## src/rtl/seq_divider.sv

```systemverilog
// Sequential signed restoring divider: one quotient bit per clock on operand
// magnitudes, then sign correction; truncates toward zero, remainder follows dividend.
module seq_divider #(
  parameter int unsigned NR_BITS = 4
) (
  input  logic               clk,
  input  logic               reset,
  input  logic               start,
  input  logic [NR_BITS-1:0] N,
  input  logic [NR_BITS-1:0] D,
  output logic [NR_BITS-1:0] Q,
  output logic [NR_BITS-1:0] Rem,
  output logic               busy,
  output logic               done,
  output logic               div_by_zero
);

  localparam int unsigned CW = $clog2(NR_BITS + 1);
  localparam logic [CW-1:0] CNT_INIT = CW'(NR_BITS);
  localparam logic [CW-1:0] CNT_LAST = CW'(1);

  localparam logic [1:0] IDLE = 2'd0;
  localparam logic [1:0] RUN  = 2'd1;
  localparam logic [1:0] FIX  = 2'd2;
  localparam logic [1:0] DONE = 2'd3;

  logic [1:0]         state_q, state_d;
  logic               sign_n_q, sign_n_d;
  logic               sign_d_q, sign_d_d;
  logic [NR_BITS-1:0] dmag_q, dmag_d;
  logic [NR_BITS:0]   prem_q, prem_d;
  logic [NR_BITS-1:0] qreg_q, qreg_d;
  logic [CW-1:0]      cnt_q, cnt_d;
  logic [NR_BITS-1:0] quo_q, quo_d;
  logic [NR_BITS-1:0] rem_q, rem_d;
  logic               busy_q, busy_d;
  logic               done_q, done_d;
  logic               dbz_q, dbz_d;

  logic [NR_BITS:0] shifted;
  logic [NR_BITS:0] trial;

  // Remainder never exceeds |D| <= 2^(NR_BITS-1), so NR_BITS+1 bits hold the shift.
  assign shifted = {prem_q[NR_BITS-1:0], qreg_q[NR_BITS-1]};
  assign trial   = shifted - {1'b0, dmag_q};

  always_comb begin
    state_d  = state_q;
    sign_n_d = sign_n_q;
    sign_d_d = sign_d_q;
    dmag_d   = dmag_q;
    prem_d   = prem_q;
    qreg_d   = qreg_q;
    cnt_d    = cnt_q;
    quo_d    = quo_q;
    rem_d    = rem_q;
    busy_d   = busy_q;
    done_d   = 1'b0;
    dbz_d    = dbz_q;
    unique case (state_q)
      IDLE: begin
        if (start) begin
          if (D == '0) begin
            quo_d   = '1;
            rem_d   = N;
            dbz_d   = 1'b1;
            done_d  = 1'b1;
            state_d = DONE;
          end else begin
            sign_n_d = N[NR_BITS-1];
            sign_d_d = D[NR_BITS-1];
            dmag_d   = D[NR_BITS-1] ? -D : D;
            qreg_d   = N[NR_BITS-1] ? -N : N;
            prem_d   = '0;
            cnt_d    = CNT_INIT;
            dbz_d    = 1'b0;
            busy_d   = 1'b1;
            state_d  = RUN;
          end
        end
      end
      RUN: begin
        if (!trial[NR_BITS]) begin
          prem_d = trial;
          qreg_d = {qreg_q[NR_BITS-2:0], 1'b1};
        end else begin
          prem_d = shifted;
          qreg_d = {qreg_q[NR_BITS-2:0], 1'b0};
        end
        cnt_d = cnt_q - 1'b1;
        if (cnt_q == CNT_LAST) begin
          state_d = FIX;
        end
      end
      FIX: begin
        quo_d   = (sign_n_q ^ sign_d_q) ? -qreg_q : qreg_q;
        rem_d   = sign_n_q ? -prem_q[NR_BITS-1:0] : prem_q[NR_BITS-1:0];
        busy_d  = 1'b0;
        done_d  = 1'b1;
        state_d = DONE;
      end
      DONE: begin
        state_d = IDLE;
      end
      default: begin
        state_d = IDLE;
        busy_d  = 1'b0;
      end
    endcase
  end

  always_ff @(posedge clk or posedge reset) begin
    if (reset) begin
      state_q  <= IDLE;
      sign_n_q <= 1'b0;
      sign_d_q <= 1'b0;
      dmag_q   <= '0;
      prem_q   <= '0;
      qreg_q   <= '0;
      cnt_q    <= '0;
      quo_q    <= '0;
      rem_q    <= '0;
      busy_q   <= 1'b0;
      done_q   <= 1'b0;
      dbz_q    <= 1'b0;
    end else begin
      state_q  <= state_d;
      sign_n_q <= sign_n_d;
      sign_d_q <= sign_d_d;
      dmag_q   <= dmag_d;
      prem_q   <= prem_d;
      qreg_q   <= qreg_d;
      cnt_q    <= cnt_d;
      quo_q    <= quo_d;
      rem_q    <= rem_d;
      busy_q   <= busy_d;
      done_q   <= done_d;
      dbz_q    <= dbz_d;
    end
  end

  assign Q           = quo_q;
  assign Rem         = rem_q;
  assign busy        = busy_q;
  assign done        = done_q;
  assign div_by_zero = dbz_q;

endmodule

```

## config.mk

```make
export PLATFORM = sky130hd
export DESIGN_NAME = seq_divider
export DESIGN_NICKNAME = d
export VERILOG_FILES = /design/src/rtl/seq_divider.sv
export SDC_FILE = /design/constraint.sdc
export NUM_CORES = 1
export LEC_CHECK = 0
export CELL_PAD_IN_SITES_DETAIL_PLACEMENT = 1
export CELL_PAD_IN_SITES_GLOBAL_PLACEMENT = 1
export CORE_MARGIN = 10
export CORE_UTILIZATION = 46
export CTS_CLUSTER_DIAMETER = 60
export DETAILED_ROUTE_END_ITERATION = 7
export PLACE_DENSITY = 0.82
export RECOVER_POWER = 100
export REMOVE_ABC_BUFFERS = 1
export SETUP_SLACK_MARGIN = 0.2
export SLEW_MARGIN = 25
export SYNTH_ARGS = -nofsm -noshare
export SYNTH_HDL_FRONTEND = slang
export SYNTH_SLANG_ARGS = --single-unit
```

## constraint.sdc

```tcl
create_clock -name clk -period 3.4 [get_ports clk]
set_input_delay 0.68 -clock clk [delete_from_list [all_inputs] [get_ports clk]]
set_output_delay 0.68 -clock clk [all_outputs]
set_load 0.05 [all_outputs]
```

==> metrics, run 1 <==
Die ar. 6900 um^2; post-cts resize count 0; EDFF count, synth 0; Leakage 0.973 nW; final hold vios 0; clock share of power 12.4%; Period minus WS final 2.73 ns; hold slack final 0.476 ns; Via density 5.50; Yosys warning count 0; num rows 22; power density over the cells 995 nW/um^2; Seq pwr share 29.0%; drt pass-1 iters 4; Primary FF master, synth dfrtp_1; RR Endpoint prem_q[0]$_DFFE_PP0P_; WL per Instance 16.7 um; layout cells sized above 1 4.48%; final core utilization 57.1%; CTS tree yes; Layout Cells excl Fill 271; worst hold endpoint Rem[2]$_DFFE_PP0P_; unrepaired setup endpoints after global routing no; buffer and inverter count on the worst path 2; Max Clk Rate 0.367 GHz; initial core utilization 48.9%; vias in the first global route 1643; Internal Power 1.08 mW; Synth-to-Final Area Change 16.7%; Worst Clk Skew 0.00273 ns; most frequent cells in the layout dfrtp_1 (30), nand2_1 (26), nor2_1 (21), o21ai_0 (21), inv_1 (18); dpl cells 264; num ports 22; Slowest-stage cell, CP dlygate4sd3_1; H-Tree Level Count 2; setup TNS 0 ns; largest net degree at the start of global routing 31; Crit Path Category in -> reg; clk buf depth 2; Worst setup SP type input port; DR vias 1490; max-cap viol count 1; Cell Area, Synth 1830 um^2; Area contributors post-synth dfrtp_1 (41%), ha_1 (9.6%), o21ai_0 (5.5%), nand2_1 (5.3%), nor2_1 (4.3%); worst min-delay path class reg -> reg; Mapped Cells 199; Final Setup Violations 0; worst path cell trace dlygate4sd3_1 > inv_1 > ha_1 > or3b_1 > nand3_1 > a21oi_4 > nand2_4 > o32ai_1; GRT Residual Overflow 0; switching power 1.04 mW; VDD IR max 0.561 mV; CTS Hold Bufs 0; Syn Area/Cell 9.20 um^2; clk slew on worst S/H paths 0.06 ns; Routed Wire Length 4530 um; First DRT Iteration DRCs 43; NumNets Final 249; Tcrit/Tclk final 80.2%; Fillers 468; Crit Reg-Reg Startpoint qreg_q[3]$_DFFE_PP0P_; failing checks max-capacitance violations, max-slew violations; root buf cell clkbuf_8; number of port buffers 21; post-CTS setup buffers 0; min-delay src Rem[2]$_DFFE_PP0P_; first-pass GRT wire length 7910 um; core area 3740 um^2; async set-or-reset flop fraction in the synthesized netlist 100%; Antenna Nets Post-Route 0; post-synthesis sequential area ratio 41.0%; RD Place Congestion 0.822; crit end category flip-flop; worst path arrival time 2.90 ns; CP top delay family compound AO/OA/AOI/OAI gates; Max-slew headroom -10.3%; CTS buffer count 5; cell taking the most area after synthesis dfrtp_1; FF-to-FF setup slack 1.04 ns; CTS sink cnt 30; Sw Share 49.1%; outcome finished, violations left; Hold Path Depth 2; diode count 0; depth of the most critical reg-to-reg path 8; Yosys cell types 40; die width 83.1 um; most common cell after layout, fill and taps aside dfrtp_1; GRT Total Usage 13.6%; Power Total 2.13 mW; DRC Markers 0; max incr delay on CP 0.55 ns; Worst Tran Pin Value 1.65 ns; flops & latches, synth 30; crit path max fanout 9; Crit path required time 3.58 ns; initial antenna violation count 0; Clock Latency Late Sink 0.28 ns; chip height 83.1 um; Synth top area share 41.0%; post-detail-place hpwl 3630 um; max-slew violations 31; Comb pwr share 58.6%
## worst reg2reg max path: cells and delay by family (launching register included)
kind	cells	cell delay [ns]
buf+inv	1	0.07
simple gates	2	0.28
fa+ha+maj	2	0.61
compound gates	2	0.51
flops	1	0.45
xor+xnor	1	0.34
## routing by layer
metal / routed length (um) / global-route usage [%]
met1: 2010 / 15.7
met2: 2300 / 23.5
met3: 167 / 4.10
met4: 53 / 4.15
met5: 0 / 0
## cells in the mapped netlist, types with 2 or more instances
cell	count
nor2b_1	3
a22oi_1	2
o32ai_1	2
nand2_1	26
mux2i_1	7
xor2_1	2
and2_1	2
ha_1	14
a31oi_1	4
o21ai_0	20
buf_2	2
clkbuf_1	3
nand2b_1	2
dfrtp_1	30
a21oi_4	2
nand4_1	3
inv_1	18
nand3_1	2
xnor2_1	7
nor2_1	21
a21oi_1	8
## worst max path at each step
stage / to / from / cells past startpoint
after floorplan: prem_q[0]$_DFFE_PP0P_ / qreg_q[3]$_DFFE_PP0P_ / 8
after global placement: prem_q[1]$_DFFE_PP0P_ / D[0] / 8
after detailed placement: prem_q[0]$_DFFE_PP0P_ / D[0] / 8
after CTS: prem_q[0]$_DFFE_PP0P_ / D[0] / 8
after global routing: prem_q[0]$_DFFE_PP0P_ / D[0] / 8
final: prem_q[0]$_DFFE_PP0P_ / D[0] / 8
## cell families (layout without fill, tap and decap cells)
group	count (synthesis)	in the layout	synth area share, %
flip-flops	30	30	41.0
buffers and inverters	23	47	4.85
adder cells (fa/ha/maj)	15	15	10.7
multiplexers	7	7	3.83
AO/OA/AOI/OAI	46	46	16.3
XOR/XNOR	10	10	5.20
AND/OR/NAND/NOR	68	68	18.1
## sequential cells by signal, indices dropped and copies added, names as in the netlist
| name | flops |
|---|---|
| Q | 4 |
| Rem | 4 |
| dmag_q | 4 |
| prem_q | 4 |
| qreg_q | 4 |
| cnt_q | 3 |
| state_q | 2 |
| busy | 1 |
| div_by_zero | 1 |
| done | 1 |
| sign_d_q | 1 |
| sign_n_q | 1 |
## power groups by stage
stage / combinational, mW / sequential (mW) / clock [mW]
floorplan: 0.749 / 0.786 / 0
global placement: 1.21 / 0.617 / 0
detailed placement: 1.29 / 0.627 / 0
CTS: 1.30 / 0.620 / 0.277
global route: 1.39 / 0.639 / 0.296
finish: 1.25 / 0.617 / 0.263
## final cells by class
cell class                 instances  area, um^2  area share [%]
clock buffer                       7        76.3            3.57
multi-input combinational        146         968            45.3
tap                               48        60.1            2.81
inverter                          18        67.6            3.16
timing repair buffer              22         214            10.0
sequential                        30         751            35.1
## through the flow
stage               instance area, um^2  setup slack [ns]
floorplan                          1810              1.41
global placement                   2090             0.760
detailed placement                 2090             0.674
CTS                                2160             0.965
global route                       2140             0.499
finish                             2140             0.675
Power figures use the tool's default switching activity.
==> run 2: changes to the inputs <==
--- a/config.mk
+++ b/config.mk
@@ -8,10 +8,10 @@
 export CELL_PAD_IN_SITES_DETAIL_PLACEMENT = 1
 export CELL_PAD_IN_SITES_GLOBAL_PLACEMENT = 1
 export CORE_MARGIN = 10
-export CORE_UTILIZATION = 46
+export CORE_UTILIZATION = 42
 export CTS_CLUSTER_DIAMETER = 60
 export DETAILED_ROUTE_END_ITERATION = 7
-export PLACE_DENSITY = 0.82
+export PLACE_DENSITY = 0.75
 export RECOVER_POWER = 100
 export REMOVE_ABC_BUFFERS = 1
 export SETUP_SLACK_MARGIN = 0.2
==> constraint.sdc (replaced) <==
create_clock -name clk -period 2.9 [get_ports clk]
set_input_delay 0.58 -clock clk [delete_from_list [all_inputs] [get_ports clk]]
set_output_delay 0.58 -clock clk [all_outputs]
set_load 0.05 [all_outputs]
==> run 2 against run 1 <==
The run still ends with max-capacitance violations, max-slew violations left. Hold slack better by 0.010 ns. Global-route usage is 0.47 points lower. Combinational power is 16% higher. Highest routed layer unchanged. Clock skew is 0.0056 ns higher. Clock power is 33% higher.
==> metrics, run 2 (same netlist as run 1, synthesis figures left out) <==
Die ar. 7400 um^2 (was 6900 um^2); post-detail-place hpwl 3580 um (was 3630 um); met1 usage 15.1% (was 15.7%); worst path arrival time 2.66 ns (was 2.90 ns); Synth-to-Final Area Change 18.3% (was 16.7%); CTS sink cnt 30 (unchanged); met3 Use GR 4.16% (was 4.10%); Worst setup SP type input port (unchanged); Worst Tran Pin Value 1.64 ns (was 1.65 ns); initial antenna violation count 0 (unchanged); Via density 5.32 (was 5.50); Cell Area, Placed 2100 um^2 (was 2090 um^2); CTS buffer count 5 (unchanged); met2 global-route usage 22.4% (was 23.5%); initial core utilization 44.5% (was 48.9%); crit end category flip-flop (unchanged); H-Tree Level Count 2 (unchanged); Max Clk Rate 0.401 GHz; design area 2170 um^2 (was 2140 um^2); GRT Total Usage 13.2% (was 13.6%); final hold vios 0 (unchanged); post-cts resize count 0 (unchanged); number of port buffers 21 (unchanged); setup TNS 0 ns (unchanged); max-slew violations 31 (unchanged); crit path max fanout 6 (was 9); power density over the cells 1170 nW/um^2 (was 995 nW/um^2); Tcrit/Tclk final 86.1%; GRT busiest layer met2 (unchanged); vias in the first global route 1614 (was 1643); WL per Instance 16.4 um (was 16.7 um); Final Setup Violations 0 (unchanged); Crit Path Category in -> reg (unchanged); unrepaired setup endpoints after global routing no (unchanged); VDD IR max 0.540 mV (was 0.561 mV); diode count 0 (unchanged); worst min-delay path class reg -> reg (unchanged); GRT Residual Overflow 0 (unchanged); first-pass GRT wire length 7850 um (was 7910 um); layout cells sized above 1 5.75% (was 4.48%); drt pass-1 iters 4 (unchanged); core area 4120 um^2 (was 3740 um^2); post-CTS setup buffers 0 (unchanged); DR vias 1468 (was 1490); Leakage 0.989 nW (was 0.973 nW); clk slew on worst S/H paths 0.07 ns (was 0.06 ns); num ports 22 (unchanged); CTS tree yes (unchanged); die width 86.0 um (was 83.1 um); outcome finished, violations left (unchanged); Hold Path Depth 1 (was 2); Clock Latency Late Sink 0.29 ns (was 0.28 ns); Crit path required time 3.06 ns (was 3.58 ns); Worst Clk Skew 0.00832 ns (was 0.00273 ns); Antenna Nets Post-Route 0 (unchanged); chip height 86.0 um (was 83.1 um); Routed Wire Length 4530 um (about the same); Max-slew headroom -9.63% (was -10.3%); most frequent cells in the layout dfrtp_1 (30), nand2_1 (26), nor2_1 (21), o21ai_0 (21), inv_1 (18) (unchanged); depth of the most critical reg-to-reg path 8 (unchanged); Period minus WS final 2.50 ns; First DRT Iteration DRCs 39 (was 43); num rows 23 (was 22); clk buf depth 2 (unchanged); max-cap viol count 1 (unchanged); RD Place Congestion 0.824 (was 0.822); most common cell after layout, fill and taps aside dfrtp_1 (unchanged); root buf cell clkbuf_8 (unchanged); largest net degree at the start of global routing 31 (unchanged); failing checks max-capacitance violations, max-slew violations (unchanged); DRC Markers 0 (unchanged); CTS Hold Bufs 0 (unchanged); NumNets Final 251 (was 249)
## run 2: cell types whose count changed in the layout (fill, tap and decap cells not counted), sizes merged
cell	change
clkdlybuf4s50	+1
clkbuf	+1
clkinv	+1
dlygate4sd3	-1
buf	+1
## run 2: cell type report
cell class	instances	area [um^2]
fillers	498	1950
inverters	18	67.6
repair buffers	24	225
flip-flops and latches	30	751
clock inverters	1	5.00
clock buffers	7	86.3
well taps	50	62.6
multi-input cells	146	968
## run 2: worst max-delay path, stage by stage
cell	delay [ns]
clkdlybuf4s50_1	0.44
inv_1	0.07
ha_1	0.16
nor3b_1	0.43
a2bb2oi_1	0.58
clkbuf_1	0.26
o21ai_0	0.13
## run 2: power breakdown
part | internal (mW) | total (mW) | switching [mW]
combinational | 0.523 | 1.45 | 0.929
sequential | 0.590 | 0.724 | 0.133
clock | 0.191 | 0.350 | 0.159
## run 2: path summary, 6_finish.rpt
path                                              start                      end  slack [ns]
worst min-delay path            div_by_zero$_DFFE_PP0P_  div_by_zero$_DFFE_PP0P_        0.49
worst max register to register    qreg_q[3]$_DFFE_PP0P_    prem_q[1]$_DFFE_PP0P_        0.64
min in group asynchronous                         reset         Q[3]$_DFFE_PP0P_        1.31
worst min register to register  div_by_zero$_DFFE_PP0P_  div_by_zero$_DFFE_PP0P_        0.49
max in group asynchronous                         reset    prem_q[3]$_DFFE_PP0P_        0.63
worst max-delay path                               D[1]    qreg_q[1]$_DFFE_PP0P_        0.40
## run 2: metal layers
layer	vias up	wire (um)
li1	723	-
met1	719	2070
met2	21	2200
met3	5	213
met4	0	55
met5	-	0
## run 2: per-stage QoR
stage	hold slack, ns	instances	power, mW	utilization [%]	worst slack (ns)
after global routing	0.528	276	2.77	52.6	0.207
after floorplan	0.443	194	1.80	-	0.907
final	0.487	276	2.53	52.6	0.404
after CTS	0.494	276	2.61	53.4	0.596
after global placement	0.465	268	2.17	51.1	0.448
after detailed placement	0.481	268	2.25	51.1	0.311
==> run 3: changes to the inputs <==
==> constraint.sdc (replaced) <==
create_clock -name clk -period 2.5 [get_ports clk]
set_input_delay 0.5 -clock clk [delete_from_list [all_inputs] [get_ports clk]]
set_output_delay 0.5 -clock clk [all_outputs]
set_load 0.05 [all_outputs]
==> run 3 against run 2 <==
The run now ends clean. Combinational power grew 25%. Critical path depth grew 1. Sequential share of layout area shrank 0.63 points. Clock power grew 13%. Cell count grew 1.4%. Wire length grew 4.4%. First-iteration DRC count grew 79%. Non-clock buffer count grew 6. Core utilization grew 0.97 points. Total power grew 20%. Cell area grew 1.8%. Register-to-register slack lost 0.33 ns. Critical path type unchanged. Critical endpoint is now prem_q[1]$_DFFE_PP0P_.
==> metrics, run 3 (same netlist as run 1, synthesis figures left out) <==
outcome completed (was finished, violations left); most common cell after layout, fill and taps aside dfrtp_1 (unchanged); buffer and inverter count on the worst path 2 (was 3); Max Clk Rate 0.442 GHz; CP top delay family simple AND/OR/NAND/NOR gates (was buffers and inverters); post-detail-place hpwl 3660 um (was 3580 um); diode count 0 (unchanged); setup TNS 0 ns (unchanged); Power Total 3.03 mW (was 2.53 mW); Crit Path Category in -> reg (unchanged); Clock Latency Late Sink 0.28 ns (was 0.29 ns); Max-slew headroom 46.2% (was -9.63%); WL per Instance 16.9 um (was 16.4 um); Hold Path Depth 2 (was 1); CTS tree yes (unchanged); Levels on crit path 8 (was 7); chip height 86.0 um (unchanged); vias in the first global route 1631 (was 1614); depth of the most critical reg-to-reg path 8 (unchanged); Tcrit/Tclk final 90.6%; CTS buffer count 5 (unchanged); layout cells sized above 1 7.83% (was 5.75%); root buf cell clkbuf_8 (unchanged); area of the multi-input gates 981 um^2 (was 968 um^2); VDD IR max 0.580 mV (was 0.540 mV); Crit Reg-Reg Startpoint qreg_q[3]$_DFFE_PP0P_ (unchanged); final core utilization 53.6% (was 52.6%); Worst Tran Pin Value 0.807 ns (was 1.64 ns); Leakage 1.00 nW (was 0.989 nW); clk slew on worst S/H paths 0.07 ns (about the same); drt pass-1 iters 5 (was 4); Slowest-stage cell, CP clkdlybuf4s50_1 (was a2bb2oi_1); unrepaired setup endpoints after global routing no (unchanged); First DRT Iteration DRCs 70 (was 39); crit path from D[1] (unchanged); CTS Hold Bufs 0 (unchanged); DRC Markers 0 (unchanged); worst path arrival time 2.44 ns (was 2.66 ns); worst path cell trace clkdlybuf4s50_1 > inv_1 > ha_1 > or3b_1 > nand3_1 > a21oi_4 > nand2_1 > o32ai_1 (was clkdlybuf4s50_1 > inv_1 > ha_1 > nor3b_1 > a2bb2oi_1 > clkbuf_1 > o21ai_0); Antenna Nets Post-Route 0 (unchanged); RD Place Congestion 0.820 (was 0.824); worst min-delay path class reg -> reg (unchanged); first-pass GRT wire length 7930 um (was 7850 um); Final Setup Violations 0 (unchanged); Fillers 493 (was 498); hold slack final 0.487 ns (about the same); final hold vios 0 (unchanged); Crit path required time 2.68 ns (was 3.06 ns); power density over the cells 1370 nW/um^2 (was 1170 nW/um^2); Worst Clk Skew 0.00720 ns (was 0.00832 ns); min-delay src Rem[2]$_DFFE_PP0P_ (was div_by_zero$_DFFE_PP0P_); num rows 23 (unchanged); max-slew violations 0 (was 31); H-Tree Level Count 2 (unchanged); Period minus WS final 2.26 ns; Worst setup SP type input port (unchanged); NumNets Final 257 (was 251); number of port buffers 21 (unchanged); initial antenna violation count 0 (unchanged); max-cap viol count 0 (was 1); crit path max fanout 9 (was 6); max incr delay on CP 0.50 ns (was 0.58 ns); Die ar. 7400 um^2 (unchanged); die width 86.0 um (unchanged); clk buf depth 2 (unchanged); CTS sink cnt 30 (unchanged); num ports 22 (unchanged); most frequent cells in the layout dfrtp_1 (30), nand2_1 (27), nor2_1 (21) (was dfrtp_1 (30), nand2_1 (26), nor2_1 (21), o21ai_0 (21), inv_1 (18)); crit end category flip-flop (unchanged); Routed Wire Length 4740 um (was 4530 um); largest net degree at the start of global routing 31 (unchanged); Synth-to-Final Area Change 20.5% (was 18.3%); DR vias 1518 (was 1468); Sequential Area 751 um^2 (unchanged); initial core utilization 44.5% (unchanged); GRT Residual Overflow 0 (unchanged); Via density 5.42 (was 5.32); core area 4120 um^2 (unchanged); GRT Total Usage 13.2% (about the same)
-- run 3: layer usage --
metal  vias up  part of all wire, %  global-route usage, %
li1        741                    -                      -
met3         4                  3.9                   4.07
met5         -                    0                      0
met2        22                   50                   23.7
met4         0                 0.40                   2.69
met1       751                   46                   14.9
-- run 3: final timing paths --
path,end,slack (ns)
min in group asynchronous,cnt_q[1]$_DFFE_PP0P_,0.91
max,prem_q[1]$_DFFE_PP0P_,0.24
max reg2reg,prem_q[2]$_DFFE_PP0P_,0.31
min reg2reg,Rem[2]$_DFFE_PP0P_,0.49
max in group asynchronous,dmag_q[1]$_DFFE_PP0P_,1.07
min,Rem[2]$_DFFE_PP0P_,0.49
-- run 3: final cells by class --
cell class              count  share of cell area (%)
inverters                  18                    3.06
clock buffers               6                    3.74
well taps                  50                    2.84
flip-flops and latches     30                    34.0
repair buffers             30                    11.9
multi-input cells         146                    44.5
-- run 3: power breakdown --
part           total (mW)  switching, mW  internal, mW
Combinational        1.81           1.13         0.675
Clock               0.394          0.182         0.212
Sequential          0.830          0.145         0.685
Total                3.03           1.46          1.57
-- run 3: worst register-to-register path: stages (launching register included) --
cell      delay (ns)
dfrtp_1         0.36
inv_1           0.06
ha_1            0.22
fa_2            0.36
nand2b_1        0.19
a21oi_4         0.26
xor2_4          0.28
mux2i_1         0.26
o21ai_1         0.08
-- run 3: repair_timing --
action | 4_1_cts | 5_1_grt
buffers inserted | 0 | 2
gates resized for setup | 0 | 2
setup endpoints to repair | 0 | 3
-- run 3: through the flow --
step / setup slack (ns) / area (um^2) / cells
after floorplan: 0.507 / 1810 / 194
after global placement: 0.188 / 2130 / 272
after detailed placement: 0.0673 / 2130 / 272
after CTS: 0.229 / 2220 / 278
after global routing: 0.110 / 2210 / 280
final: 0.236 / 2210 / 280
